===== src/rtl/ising_host_seq.sv =====
// ising_host_seq
// On-chip initiator for the ising_axi register interface. It programs
// coupling weights from a host command stream. On go it writes the counter
// cutoff and maximum, runs the core for a programmed number of clocks, and
// stops it. It then reads back every phase register and streams the phases
// out on a valid/ready interface.
//
// Ports
//   clk, axi_rstn        : core clock, asynchronous active-low reset
//   cmd_*                : weight command stream (i, j, weight code, mirror)
//   go                   : start a run (in IDLE) or restart a running core
//   cutoff/ctr_max       : counter programming values
//   run_cycles           : clocks spent with START=1
//   busy/done/rd_err     : status (done is a pulse, rd_err is sticky)
//   ph_*                 : phase output stream (index + 32-bit value)
//   wready/wr_addr/wdata : single-cycle register write strobe to the core
//   arvalid_q/araddr_q   : single-cycle read request
//   rready/rvalid/rresp/rdata : read-data channel
//
// All outputs are registers, decoded from the next state so that they line
// up with the state they belong to (go -> first write is one clock).
module ising_host_seq #(
    parameter int          N                = 8,
    parameter int          NUM_WEIGHTS      = 3,
    parameter int          RUN_W            = 24,
    parameter logic [31:0] WEIGHT_ADDR_BASE = 32'h0001_0000,
    parameter logic [31:0] CTR_CUTOFF_ADDR  = 32'h0000_0008,
    parameter logic [31:0] CTR_MAX_ADDR     = 32'h0000_000C,
    parameter logic [31:0] START_ADDR       = 32'h0000_0000,
    parameter logic [31:0] PHASE_ADDR_BASE  = 32'h0000_1000,
    localparam int         IW               = (N > 1) ? $clog2(N) : 1
) (
    input  logic                   clk,
    input  logic                   axi_rstn,
    input  logic                   cmd_valid,
    output logic                   cmd_ready,
    input  logic [IW-1:0]          cmd_i,
    input  logic [IW-1:0]          cmd_j,
    input  logic [NUM_WEIGHTS-1:0] cmd_w,
    input  logic                   cmd_sym,
    input  logic                   go,
    input  logic [31:0]            cutoff,
    input  logic [31:0]            ctr_max,
    input  logic [RUN_W-1:0]       run_cycles,
    output logic                   busy,
    output logic                   done,
    output logic                   rd_err,
    output logic                   ph_valid,
    input  logic                   ph_ready,
    output logic [IW-1:0]          ph_idx,
    output logic [31:0]            ph_data,
    output logic                   wready,
    output logic [31:0]            wr_addr,
    output logic [31:0]            wdata,
    output logic                   arvalid_q,
    output logic [31:0]            araddr_q,
    output logic                   rready,
    input  logic                   rvalid,
    input  logic [1:0]             rresp,
    input  logic [31:0]            rdata
);

    typedef enum logic [3:0] {
        S_IDLE  = 4'd0,
        S_W1    = 4'd1,
        S_W2    = 4'd2,
        S_CUT   = 4'd3,
        S_MAX   = 4'd4,
        S_STRT  = 4'd5,
        S_RUN   = 4'd6,
        S_RSTOP = 4'd7,
        S_STOP  = 4'd8,
        S_RDQ   = 4'd9,
        S_RDW   = 4'd10,
        S_OUT   = 4'd11,
        S_DONE  = 4'd12
    } state_t;

    state_t                 state_r, state_next_s;
    logic [IW-1:0]          k_r, k_next_s;
    logic [RUN_W-1:0]       cnt_r;
    logic [RUN_W-1:0]       run_lat_r;
    logic [31:0]            ctr_max_r;
    logic [IW-1:0]          ci_r, cj_r;
    logic [NUM_WEIGHTS-1:0] cw_r;
    logic                   csym_r;
    logic                   wr_s;
    logic [31:0]            wr_addr_s, wdata_s;
    logic                   take_cmd_s, take_go_s, restart_s;
    logic                   rd_hs_s;

    // (i,j) weight location: row index in the word offset, column in bit 13 up
    function automatic logic [31:0] weight_addr(input logic [IW-1:0] i,
                                                input logic [IW-1:0] j);
        weight_addr = WEIGHT_ADDR_BASE + (32'(i) << 2) + (32'(j) << 13);
    endfunction

    assign rd_hs_s = (state_r == S_RDW) && rvalid && rready;

    // Next-state decode; also selects the write (if any) issued on entry to the next state
    always_comb begin
        state_next_s = state_r;
        k_next_s     = k_r;
        wr_s         = 1'b0;
        wr_addr_s    = wr_addr;
        wdata_s      = wdata;
        take_cmd_s   = 1'b0;
        take_go_s    = 1'b0;
        restart_s    = 1'b0;
        case (state_r)
            S_IDLE: begin
                // A pending command takes priority over go
                if (cmd_valid && cmd_ready) begin
                    take_cmd_s   = 1'b1;
                    state_next_s = S_W1;
                    wr_s         = 1'b1;
                    wr_addr_s    = weight_addr(cmd_i, cmd_j);
                    wdata_s      = 32'(cmd_w);
                end else if (go && cmd_ready) begin
                    take_go_s    = 1'b1;
                    state_next_s = S_CUT;
                    wr_s         = 1'b1;
                    wr_addr_s    = CTR_CUTOFF_ADDR;
                    wdata_s      = cutoff;
                end else begin
                    state_next_s = S_IDLE;
                end
            end
            S_W1: begin
                if (csym_r && (ci_r != cj_r)) begin
                    state_next_s = S_W2;
                    wr_s         = 1'b1;
                    wr_addr_s    = weight_addr(cj_r, ci_r);
                    wdata_s      = 32'(cw_r);
                end else begin
                    state_next_s = S_IDLE;
                end
            end
            S_W2:  state_next_s = S_IDLE;
            S_CUT: begin
                state_next_s = S_MAX;
                wr_s         = 1'b1;
                wr_addr_s    = CTR_MAX_ADDR;
                wdata_s      = ctr_max_r;
            end
            S_MAX: begin
                state_next_s = S_STRT;
                wr_s         = 1'b1;
                wr_addr_s    = START_ADDR;
                wdata_s      = 32'd1;
            end
            S_STRT: state_next_s = S_RUN;
            S_RUN: begin
                if (go) begin
                    restart_s    = 1'b1;
                    state_next_s = S_RSTOP;
                    wr_s         = 1'b1;
                    wr_addr_s    = START_ADDR;
                    wdata_s      = 32'd0;
                end else if (cnt_r <= RUN_W'(1)) begin
                    state_next_s = S_STOP;
                    wr_s         = 1'b1;
                    wr_addr_s    = START_ADDR;
                    wdata_s      = 32'd0;
                end else begin
                    state_next_s = S_RUN;
                end
            end
            S_RSTOP: begin
                state_next_s = S_STRT;
                wr_s         = 1'b1;
                wr_addr_s    = START_ADDR;
                wdata_s      = 32'd1;
            end
            S_STOP: begin
                state_next_s = S_RDQ;
                k_next_s     = '0;
            end
            S_RDQ: state_next_s = S_RDW;
            S_RDW: begin
                if (rd_hs_s) begin
                    state_next_s = S_OUT;
                end else begin
                    state_next_s = S_RDW;
                end
            end
            S_OUT: begin
                if (ph_ready) begin
                    if (k_r == IW'(N - 1)) begin
                        state_next_s = S_DONE;
                    end else begin
                        state_next_s = S_RDQ;
                        k_next_s     = k_r + 1'b1;
                    end
                end else begin
                    state_next_s = S_OUT;
                end
            end
            S_DONE:  state_next_s = S_IDLE;
            default: state_next_s = S_IDLE;
        endcase
    end

    // State, index and registered interface outputs
    always_ff @(posedge clk or negedge axi_rstn) begin
        if (!axi_rstn) begin
            state_r   <= S_IDLE;
            k_r       <= '0;
            cmd_ready <= 1'b0;
            busy      <= 1'b0;
            done      <= 1'b0;
            rd_err    <= 1'b0;
            ph_valid  <= 1'b0;
            ph_idx    <= '0;
            ph_data   <= 32'd0;
            wready    <= 1'b0;
            wr_addr   <= 32'd0;
            wdata     <= 32'd0;
            arvalid_q <= 1'b0;
            araddr_q  <= 32'd0;
            rready    <= 1'b0;
        end else begin
            state_r   <= state_next_s;
            k_r       <= k_next_s;
            cmd_ready <= (state_next_s == S_IDLE);
            busy      <= (state_next_s != S_IDLE);
            done      <= (state_next_s == S_DONE);
            ph_valid  <= (state_next_s == S_OUT);
            rready    <= (state_next_s == S_RDW);
            arvalid_q <= (state_next_s == S_RDQ);
            wready    <= wr_s;
            wr_addr   <= wr_addr_s;
            wdata     <= wdata_s;
            if (state_next_s == S_RDQ) begin
                araddr_q <= PHASE_ADDR_BASE + (32'(k_next_s) << 2);
            end
            if (rd_hs_s) begin
                ph_data <= rdata;
                ph_idx  <= k_r;
            end
            if (take_go_s) begin
                rd_err <= 1'b0;
            end else if (rd_hs_s && (rresp != 2'b00)) begin
                rd_err <= 1'b1;
            end
        end
    end

    // Latched command fields and run parameters
    always_ff @(posedge clk or negedge axi_rstn) begin
        if (!axi_rstn) begin
            ci_r      <= '0;
            cj_r      <= '0;
            cw_r      <= '0;
            csym_r    <= 1'b0;
            ctr_max_r <= 32'd0;
            run_lat_r <= '0;
        end else begin
            if (take_cmd_s) begin
                ci_r   <= cmd_i;
                cj_r   <= cmd_j;
                cw_r   <= cmd_w;
                csym_r <= cmd_sym;
            end
            if (take_go_s) begin
                ctr_max_r <= ctr_max;
                run_lat_r <= run_cycles;
            end else if (restart_s) begin
                run_lat_r <= run_cycles;
            end
        end
    end

    // Run counter: loaded while START=1 is written, a zero count runs one clock
    always_ff @(posedge clk or negedge axi_rstn) begin
        if (!axi_rstn) begin
            cnt_r <= '0;
        end else if (state_r == S_STRT) begin
            cnt_r <= (run_lat_r == '0) ? RUN_W'(1) : run_lat_r;
        end else if (state_r == S_RUN) begin
            cnt_r <= cnt_r - RUN_W'(1);
        end
    end

endmodule


===== config.mk =====
export PLATFORM = sky130hd
export DESIGN_NAME = ising_host_seq
export DESIGN_NICKNAME = d
export VERILOG_FILES = /design/src/rtl/ising_host_seq.sv
export SDC_FILE = /design/constraint.sdc
export NUM_CORES = 1
export LEC_CHECK = 0
export CAP_MARGIN = 10
export CORE_MARGIN = 4
export CORE_UTILIZATION = 68
export DETAILED_ROUTE_END_ITERATION = 16
export DONT_BUFFER_PORTS = 1
export PLACE_DENSITY = 0.85
export SLEW_MARGIN = 20
export SYNTH_ARGS = -nofsm -noshare
export SYNTH_HDL_FRONTEND = slang
export SYNTH_SLANG_ARGS = --single-unit

===== constraint.sdc =====
create_clock -name clk -period 4.75 [get_ports clk]
set_input_delay 0.2375 -clock clk [delete_from_list [all_inputs] [get_ports clk]]
set_output_delay 0.2375 -clock clk [all_outputs]
set_load 0.01 [all_outputs]

==> impl_metrics.csv <==
group,metric,value,unit
run_status,status,"completed",
worst_setup_path,required,5.07,ns
logic_synthesis,synthFlopType,"dfrtp_1",
worst_setup_path,critPathArrivalTime,3.46,ns
logic_synthesis,synth_top_area_share,0.538,
sta,final.setup.tns,0,ns
worst_setup_path,rr_startpoint,"state_r[0]$_DFF_PN0_",
logic_synthesis,ys_seq_elements,183,
hold_path,min_path_type,"in -> reg",
drt,wire_per_inst,25.5,microns
worst_setup_path,path_buf_inv,0,
logic_synthesis,yosysWarningCount,0,
hold_path,min_from,"ph_ready",
drt,drt-initial-drc-count,629,
logic_synthesis,synthTopCellsByCount,"dfrtp_1 (183), mux2_2 (139), buf_4 (53)",
place,hpwl,13900,microns
worst_setup_path,cp_cell_sequence,"nor4b_2 > o311a_1 > a211o_2 > mux2_2",
power_and_ir_drop,vdd.ir_drop.worst,0.425,mV
sta,report.final.slew_viol_count,0,
sta,setup_violations,0,
sta,skew,0.0264,ns
global_routing,gr-usage-all-layers,0.341,
clocking,clock_path_buffers,2,
final_layout,fillers,571,
clocking,clock-sinks,183,
worst_setup_path,max_stage_delay,0.76,ns
worst_setup_path,cpMaxStageDelayCell,"dfrtp_1",
sta,rsz0062_at_grt,"no",
worst_setup_path,critPathMaxFanout,40,
place,gp_congestion,0.836,
clocking,clk_pin_slew_worst_paths,0.07,ns
sta,finalCritPeriodShare,0.662,
drt,viasPerCell,6.48,
drt,firstDrtPassIters,5,
power_and_ir_drop,powerDensity,594,mW/mm^2
logic_synthesis,synthArstFlopShare,1.00,
floorplan,die_area,0.0144,sq mm
logic_synthesis,synth_seq_area_share,0.538,
logic_synthesis,yosys.area.top_type,"dfrtp_1",
floorplan,std_cell_rows,40,
final_layout,final_nets,915,
power_and_ir_drop,p_leak,0.00456,uW
logic_synthesis,postSynthAreaPerCell,12.4,sq um
global_routing,grt_pass1_wl,37100,microns
floorplan,core_area,0.0121,sq mm
sta,worstMarginPinSlew,1.09,ns
drt,totalWireLength,24500,microns
worst_setup_path,critPathCaptureType,"register",
drt,vias,6230,
logic_synthesis,yosysMostFrequentCell,"dfrtp_1",
floorplan,num_io_pins,277,
sta,post-route-min-period,3.14,ns
logic_synthesis,synthCells,685,
logic_synthesis,synth.distinct_cells,63,
run,cap_viol_max_count,0,
sta,whs,0.0361,ns
clocking,cts_buffers,17,
worst_setup_path,cp_top_family,"compound AO/OA/AOI/OAI gates",
clocking,htreeDepth,4,
clocking,root_buffer,"clkbuf_16",
global_routing,antenna_found_initial,7,
worst_setup_path,critical_path_class,"reg -> reg",
drt,antenna_left,0,
logic_synthesis,synth_area,0.00850,sq mm
worst_setup_path,crit_start,"state_r[0]$_DFF_PN0_",
floorplan,start_util,0.702,
clocking,clkLatencyLatePin,0.45,ns
global_routing,grt_pass1_vias,6539,
logic_synthesis,synth_area_leaders,"dfrtp_1 (54%), mux2_2 (18%), buf_4 (4.7%)",
global_routing,grt_remaining_overflow,0,
floorplan,die_h,120,microns
final_layout,layout-drive-gt1-share,0.253,
sta,hold_viol,0,
floorplan,die_w,120,microns
drt,route.detailed.drc,0,
place,portBuffers,0,
clocking,tritoncts,"built",
worst_setup_path,worstSetupStartpointType,"register",
clocking,cts_setup_buffers,0,
sta,clock.fmax,318,MHz
sta,maxSlewHeadroom,0.276,
final_layout,syn2layout_area_growth,18.1,%
logic_synthesis,synth-edff-count,0,
global_routing,grt_max_degree,184,
layer usage:
metal,GRT usage,share of wire
met1,0.373,0.33
met2,0.591,0.52
met3,0.102,0.097
met4,0.191,0.050
met5,0,0
path summary, 6_finish.rpt:
kind | endpoint | slack (ns) | cells after the start
min in group asynchronous | araddr_q[3]$_DFFE_PN0N_ | 0.52 | 2
min reg2reg | cw_r[1]$_DFFE_PN0P_ | 0.51 | 1
min | rready$_DFF_PN0_ | 0.04 | 2
max in group asynchronous | run_lat_r[10]$_DFFE_PN0P_ | 3.61 | 2
max reg2reg | wdata[3]$_DFFE_PN0P_ | 1.61 | 4
max | wdata[3]$_DFFE_PN0P_ | 1.61 | 4
worst reg2reg max path: cells and delay by family (launching register included):
kind            cells  cell delay, ns
simple gates        1            0.76
mux                 1            0.46
flops               1            0.76
compound gates      2            1.05
flip-flops by register name, summed over array words and instances, names as in the netlist, 3 cells and up:
register	cells
araddr_q	4
ci_r	3
cj_r	3
cnt_r	24
ctr_max_r	32
cw_r	3
k_r	3
ph_data	32
ph_idx	3
run_lat_r	24
state_r	4
wdata	32
wr_addr	7
cell usage in the layout (no fill, tap or decap), types with 10 or more instances in the layout:
cell type,instances
a21oi_1,10
mux2_2,139
nand2_1,32
dfrtp_1,183
xor2_1,13
clkbuf_16,17
dlygate4sd3_1,99
nor2_1,27
conb_1,53
a22o_1,36
o21ai_0,25
power by group:
group / total (uW) / switching (uW) / internal [uW]
clock network: 1380 / 650 / 731
registers: 2720 / 630 / 2090
logic: 1860 / 933 / 928
kinds of logic (layout without fill, tap and decap cells):
family                   Yosys count  in the layout  share of synthesized area
buffers and inverters             98            148                     0.0680
multiplexers                     144            144                      0.191
XOR/XNOR                          20             20                     0.0206
AND/OR/NAND/NOR                  123            123                     0.0792
flip-flops                       183            183                      0.538
AO/OA/AOI/OAI                    113            113                     0.0984
adder cells (fa/ha/maj)            3              3                    0.00441
other                              1             60                   0.000441
per-stage QoR:
step           std cells  utilization  setup WS [ns]  power, uW  cell area, sq um
2_1_floorplan        737            -           2.32       3890              8700
3_3_place_gp         823        0.697           1.88       4160              8450
3_5_place_dp         823        0.697           1.74       4290              8450
4_1_cts              955        0.827           1.68       5760             10000
5_1_grt              962        0.829           1.42       6200             10000
6_report             962        0.829           1.61       5960             10000
cell type report:
class / instances / area, sq um / share of cell area
well taps: 168 / 210 / 0.0209
clock inverters: 13 / 121 / 0.0121
inverters: 10 / 37.5 / 0.00374
diodes: 7 / 17.5 / 0.00174
flip-flops and latches: 183 / 4580 / 0.456
clock buffers: 19 / 433 / 0.0431
multi-input cells: 456 / 3580 / 0.356
repair buffers: 106 / 1060 / 0.106
repair_timing:
action,4_1_cts,5_1_grt
gates resized for setup,0,0
hold buffers,100,0
hold endpoints to repair,281,0
Power figures use the tool's default switching activity.
